File: config.mk
export PLATFORM = sky130hd
export DESIGN_NAME = bcd_countdown_timer_n
export DESIGN_NICKNAME = d
export VERILOG_FILES = /design/src/rtl/bcd_countdown_timer_n.sv
export SDC_FILE = /design/constraint.sdc
export NUM_CORES = 1
export LEC_CHECK = 0
export ABC_AREA = 1
export BUFFER_PORTS_ARGS = -buffer_cell sky130_fd_sc_hd__buf_4
export CAP_MARGIN = 20
export CORE_UTILIZATION = 37
export DETAILED_ROUTE_END_ITERATION = 6
export GPL_TIMING_DRIVEN = 0
export HOLD_SLACK_MARGIN = 0.02
export PLACE_DENSITY = 0.49
export SYNTH_ARGS = -nofsm -noshare
export SYNTH_HDL_FRONTEND = slang
export SYNTH_SLANG_ARGS = --single-unit
File: constraint.sdc
create_clock -name clk -period 2.5 [get_ports clk]
set_clock_uncertainty 0.1 [all_clocks]
set_input_delay 0.625 -clock clk [delete_from_list [all_inputs] [get_ports clk]]
set_output_delay 0.625 -clock clk [all_outputs]
set_load 0.05 [all_outputs]
File: src/rtl/bcd_countdown_timer_n.sv
`default_nettype none
// ============================================================================
// Module   : bcd_countdown_timer_n
// Purpose  : N-digit BCD up/down timer with built-in tick prescaler,
//            pause/resume, timeout level/pulse and running status.
// Revision : 1.0 - initial release
// ============================================================================
module bcd_countdown_timer_n #(
  parameter int NUM_DIGITS = 2,
  parameter int TICK_DIV   = 50000000
) (
  input  logic                    clk,
  input  logic                    rst,
  input  logic                    load,
  input  logic [4*NUM_DIGITS-1:0] load_value,
  input  logic                    count_up,
  input  logic                    enable,
  output logic [4*NUM_DIGITS-1:0] digits,
  output logic                    timeout,
  output logic                    timeout_pulse,
  output logic                    running
);

  localparam int            C_W         = 4 * NUM_DIGITS;
  localparam int            C_PW        = (TICK_DIV > 1) ? $clog2(TICK_DIV) : 1;
  localparam logic [C_PW-1:0] C_PRESC_MAX = C_PW'(TICK_DIV - 1);

  typedef enum logic [1:0] {
    S_IDLE  = 2'd0,
    S_ARMED = 2'd1,
    S_RUN   = 2'd2,
    S_DONE  = 2'd3
  } state_t;

  state_t          state_q;
  logic [C_W-1:0]  digits_q;
  logic [C_W-1:0]  target_q;
  logic            mode_up_q;
  logic [C_PW-1:0] presc_q;
  logic            timeout_q;
  logic            pulse_q;
  logic            running_q;

  logic [C_W-1:0]  w_clamped;
  logic [C_W-1:0]  w_dec;
  logic [C_W-1:0]  w_inc;
  logic [C_W-1:0]  digits_d;
  logic            w_tick_terminal;
  logic            w_load_terminal;

  // Out-of-range nibbles on the load bus are saturated to 9 digit by digit
  for (genvar gi = 0; gi < NUM_DIGITS; gi++) begin : g_clamp
    assign w_clamped[4*gi +: 4] = (load_value[4*gi +: 4] > 4'd9) ? 4'd9
                                                                 : load_value[4*gi +: 4];
  end

  // Ripple BCD decrement (borrow) and increment (carry) of the current count
  always_comb begin
    logic v_borrow;
    logic v_carry;
    w_dec    = digits_q;
    w_inc    = digits_q;
    v_borrow = 1'b1;
    v_carry  = 1'b1;
    for (int i = 0; i < NUM_DIGITS; i++) begin
      if (v_borrow) begin
        if (digits_q[4*i +: 4] == 4'd0) begin
          w_dec[4*i +: 4] = 4'd9;
        end else begin
          w_dec[4*i +: 4] = digits_q[4*i +: 4] - 4'd1;
          v_borrow        = 1'b0;
        end
      end
      if (v_carry) begin
        if (digits_q[4*i +: 4] >= 4'd9) begin
          w_inc[4*i +: 4] = 4'd0;
        end else begin
          w_inc[4*i +: 4] = digits_q[4*i +: 4] + 4'd1;
          v_carry         = 1'b0;
        end
      end
    end
  end

  // Count value after a tick and whether that value ends the run
  assign digits_d        = mode_up_q ? w_inc : w_dec;
  assign w_tick_terminal = mode_up_q ? (w_inc == target_q) : (w_dec == '0);
  // A zero load is terminal in both modes (down start 0 or up target 0)
  assign w_load_terminal = (w_clamped == '0);

  // Timer FSM with prescaler; every output is a register updated here
  always_ff @(posedge clk or posedge rst) begin
    if (rst) begin
      state_q   <= S_IDLE;
      digits_q  <= '0;
      target_q  <= '0;
      mode_up_q <= 1'b0;
      presc_q   <= '0;
      timeout_q <= 1'b0;
      pulse_q   <= 1'b0;
      running_q <= 1'b0;
    end else begin
      pulse_q <= 1'b0;
      if (load) begin
        // Load overrides everything, including a tick due this cycle
        mode_up_q <= count_up;
        presc_q   <= '0;
        running_q <= 1'b0;
        if (count_up) begin
          digits_q <= '0;
          target_q <= w_clamped;
        end else begin
          digits_q <= w_clamped;
        end
        if (w_load_terminal) begin
          state_q   <= S_DONE;
          timeout_q <= 1'b1;
          pulse_q   <= 1'b1;
        end else begin
          state_q   <= S_ARMED;
          timeout_q <= 1'b0;
        end
      end else begin
        case (state_q)
          S_IDLE: begin
            state_q <= S_IDLE;
          end
          S_ARMED: begin
            // Prescaler holds here so a resume finishes the partial period
            if (enable) begin
              state_q   <= S_RUN;
              running_q <= 1'b1;
            end
          end
          S_RUN: begin
            if (!enable) begin
              state_q   <= S_ARMED;
              running_q <= 1'b0;
            end else if (presc_q == C_PRESC_MAX) begin
              presc_q  <= '0;
              digits_q <= digits_d;
              if (w_tick_terminal) begin
                state_q   <= S_DONE;
                running_q <= 1'b0;
                timeout_q <= 1'b1;
                pulse_q   <= 1'b1;
              end
            end else begin
              presc_q <= presc_q + 1'b1;
            end
          end
          S_DONE: begin
            state_q <= S_DONE;
          end
          default: begin
            state_q   <= S_IDLE;
            running_q <= 1'b0;
          end
        endcase
      end
    end
  end

  assign digits        = digits_q;
  assign timeout       = timeout_q;
  assign timeout_pulse = pulse_q;
  assign running       = running_q;

endmodule
`default_nettype wire

**After elaboration in Yosys (flattened, before gate mapping)**

Cells that the tools add are included.

- Register bits after elaboration: 48
- Input port bits: 13
- Output and inout port bits: 11
- Logic and storage cells: 86

- Add/sub/neg operators: 5
- Magnitude comparators: 4
- Eq/ne operators: 8
- Muxes and demuxes: 45
- Reduce and logical (&&, ||, !) cells: 16

Operators by type and width:

| kind | number |
|---|---|
| 26-bit two-way mux | 4 |
| 8-bit two-way mux | 6 |
| 4-bit two-way mux | 8 |
| 26-bit by 1-bit adder with 26-bit output, second input constant | 1 |
| 26-bit == test, second input constant | 1 |
| 1-bit two-way mux | 19 |
| 8-bit logical NOT | 2 |
| 2-bit two-way mux | 6 |
| 4-bit by 1-bit adder with 4-bit output, second input constant | 2 |
| 8-bit == test | 1 |
| 4-bit greater-or-equal comparator, second input constant | 2 |
| 4-bit greater-than comparator, second input constant | 2 |
| 4-bit logical NOT | 2 |
| 4-bit inequality test, second input constant | 2 |
| 2-bit one-hot mux with 4 select lines | 1 |
| 4-bit AND reduction | 2 |
| 2-bit nonzero test | 4 |
| 4-bit by 1-bit subtractor with 4-bit output, second input constant | 2 |
| 3-bit AND reduction | 2 |
| 2-bit == test, second input constant | 2 |
| 2-bit AND reduction | 2 |
| 3-bit inequality test, second input constant | 1 |
| 3-bit nonzero test | 1 |
| 2-bit by 1-bit == test with 1-bit output, second input constant | 1 |
| 2 further kinds | 2 |

**Longest topological paths before layout**

- Word-level depth: 10
- Depth in mapped cells: 19
- Mapped depth without buffers: 18

**Worst setup path after synthesis**

OpenSTA, ideal clock, no wires.

- Path kind: reg2reg
- Start: reg digits_q[0], in the netlist digits[0]
- End: reg running_q, in the netlist running
- Arrival time: 2187 ps
- Data required time: 2287 ps
- Slack: 100 ps
- Stages on the path, launching flop included: 18
- Period minus slack after synthesis: 2400 ps
- Path through: dfrtp_1 inv_1 ha_1 nand3_1 nand2_1 buf_4 nand3b_1 nand2_1 nor2_1 nand2_1 nor2_1 nand3_1 nand2_1 nand2_1 nand2_1 nand2_1 nand2_1 inv_1

- Longest elaborated chain between the ends: 7
- Elaborated cells on any way between the ends: 15
- Classes of those cells: add/sub: 2; order compare: 1; eq/ne: 2; mux: 7; reduce/logical: 3

Ends and longest elaborated chain:

| item | RTL line | source |
|---|---|---|
| start: declaration | 36 | `logic [C_W-1:0] digits_q;` |
| start signal: assignment | 113 | `digits_q <= w_clamped;` |
| start signal: assignment | 141 | `digits_q <= digits_d;` |
| 4-bit greater-or-equal comparator or 4-bit logical NOT (tied branches) | 75, 67 |  |
| 1-bit two-way mux (on tied branches) | 75, 67 |  |
| 4-bit two-way mux (on tied branches) | 74, 66 |  |
| 8-bit == test or 8-bit logical NOT (tied branches) | 87 | `assign w_tick_terminal = mode_up_q ? (w_inc == target_q) : (w_dec == '0);` |
| 1-bit two-way mux * | 87 |  |
| 4-bit inequality test (no line) * | -- |  |
| 4-bit AND reduction (no line) * | -- |  |
| end signal: assignment | 101 | `running_q <= 1'b0;` |
| end signal: assignment | 108 | `running_q <= 1'b0;` |
| end signal: assignment | 132 | `running_q <= 1'b1;` |
| end: declaration | 42 | `logic running_q;` |

Mark *: on every way between the ends. The rest lies on a longest branch, timed or not.
A chain may end at the register's enable or synchronous reset.

**Final worst setup path**

Same ends and word-level chain as after synthesis.

==> out/qor.yml <==
hold_path.class: "in2async"
relSlewSlack_pct: 61.6
io_pins: 24
fillers: 831
synthTopCellsByArea: "dfrtp_1, nand2_1, inv_1"
clkTransAtPathRegs_ns: 0.09
vias: 2912
crit_family: "simple AND/OR/NAND/NOR gates"
drt-total-wl_um: 8260
area_growth_pct: 14.9
synth-edff-count: 0
drc_errors: 0
finalCritPeriodShare_pct: 92.6
min_period_ns: 2.31
power_leakage_nw: 1.74
outcome: "finished clean"
layout.nets: 496
fin_cells: 580
cts_buffers: 5
cts-root-buf: "clkbuf_8"
grtUsageMet2_pct: 29.1
yosys.area.top_type_share_pct: 37.6
syn_area_um2: 3190
critPathMaxFanout: 7
globalRouteMet1Util_pct: 29.5
top_usage_layer: "met1"
die_w_um: 94.9
antenna_found_initial: 0
synthTopCellsByCount: "nand2_1, inv_1, dfrtp_1"
regToRegStartpoint: "digits[0]"
grt_max_degree: 34
die_h_um: 94.9
hold_ws_ns: 0.197
cts_num_sinks: 48
grt_pass1_vias: 2745
r2r_end: "running"
setup_violations: 0
yosys.cell_count.top_type: "nand2_1"
clkLatencyLatePin_ns: 0.31
synth.avg_cell_area_um2: 7.27
fmax_mhz: 432
htreeDepth: 2
std_cell_rows: 33
maxSlewViolCount: 0
numPortBuffers: 22
diodes: 0
drtIter0Drc: 111
ant_nets: 0
first_pass_iters: 5
cp.arrival_ns: 2.43
grt_usage_pct: 19.9
initial_core_util_pct: 38.5
crit_chain: "inv_4 > ha_2 > nand2_1 > nor2_4 > inv_1 > nor2_1 > o21ai_0 > nor2_1 > nand4_1 > nand2_2 > nand2_1 > nand2_1 > nand2_1 > nand2_1 > inv_1"
gr-usage-met3_pct: 4.19
reg2reg_depth: 15
total_power_mw: 2.09
grt_first_pass_wirelength_um: 13800
yosys.area.top_type: "dfrtp_1"
irDropWorstVdd_v: 0.000244
fin_area_um2: 3670
ys_seq_area_share_pct: 37.6
postSynthCellCount: 439
clockBufferDepth: 2
tightest_slew_ns: 0.577
place_inst: 567
fin_tns_setup_ns: 0
crit_buf_inv: 3
hold_violations: 0
slowest_delay_ns: 0.44
cp_slowest_cell: "dfrtp_2"
startpoint_type: "flop"
cts_tree: "done"
synthFlopType: "dfrtp_1"
ys_ff_latch: 48
core_um2: 8300
wl_per_cell_um: 14.2
via_per_inst: 5.02
path_class: "reg2reg"
yosysWarnings: 0
cp_data_required_time_ns: 2.61
cp-end-kind: "flop"
gr-total-overflow: 0
utilization_pct: 44.2
ff2ff_setup_slack_ns: 0.19
cap_violations: 0
dpl.hpwl_um: 6270
layout_setup_ws_ns: 0.186
design.die.area_um2: 9000
synth-async-reset-ratio_pct: 100
placed_cell_area_um2: 3510
pre_cts_slack_ns: 0.0104
p_per_area_nw_per_um2: 571
yosysUniqueCellTypes: 44
cp_common_cell: "nand2_1"
syn_nets: 460
drive_gt1_share_pct: 16.0
place_congestion: 0.807
==> placed cells by master, fill, tap and decap left out, types with 11 or more instances in the layout <==
master   instances
nand4_1         11
nand2_1         96
buf_4           29
nor3_1          14
dfrtp_1         47
a21oi_1         16
nand3_1         29
o21ai_0         28
inv_1           61
nor2_1          45
==> power breakdown <==
part           leakage [nW]  internal [mW]  switching, mW  total (mW)
logic                  1.05          0.246          0.457       0.703
clock network        0.0473          0.221          0.280       0.501
registers             0.638          0.824         0.0640       0.888
total                  1.74           1.29          0.801        2.09
==> worst max path at each step <==
stage,to,cells past startpoint,from
floorplan,running,17,digits[0]
global placement,presc_q[15],2,rst
detailed placement,running,16,digits[0]
CTS,running,18,digits[0]
global route,running,15,digits[1]
finish,running,15,digits[0]
==> state kept, by name, summed over array words and instances (netlist names) <==
signal and count:
presc_q 26, running 1, target_q 8, state_q 2, mode_up_q 1, timeout 1
digits 8, timeout_pulse 1
==> worst reg2reg max path, cell delays in order (launching register included) <==
cell and delay, ns:
dfrtp_2 0.44, inv_4 0.09, ha_2 0.20, nand2_1 0.12, nor2_4 0.21, inv_1 0.10
nor2_1 0.14, o21ai_0 0.13, nor2_1 0.13, nand4_1 0.12, nand2_2 0.14, nand2_1 0.06
nand2_1 0.10, nand2_1 0.05, nand2_1 0.05, inv_1 0.04
==> cell type report <==
class                      count  area (um^2)  share of cell area (%)
clock buffer                   6         82.6                    2.25
multi-input combinational    315         1700                    46.5
inverter                      68          258                    7.03
tap                          105          131                    3.58
timing repair buffer          29          230                    6.28
clock inverter                 1         8.76                   0.239
sequential                    48         1200                    32.8
buffer                         8         50.0                    1.36
==> kinds of logic (layout without fill, tap and decap cells) <==
logic type,after synthesis,in the layout,share of synthesized area (%)
xor gates and xnor gates,6,6,1.65
DFF,48,48,37.6
and+or+nand+nor,230,230,34.9
AOI/OAI and AO/OA,71,71,13.2
adders and majority gates,8,8,3.14
buffers and inverters,76,112,9.45
==> metal layers <==
layer  routed length, um  part of all wire (%)
met2                3510                    42
met4                 104                   1.3
met3                 329                   4.0
met1                4320                    52
met5                   0                     0
==> what timing repair did <==
item	4_1_cts	5_1_grt
setup buffers	0	6
pin swaps	0	3
resized for setup	1	10
endpoints found under the setup margin	2	21
hold buffers	0	0
No activity file was read; power rests on OpenSTA's default activity.
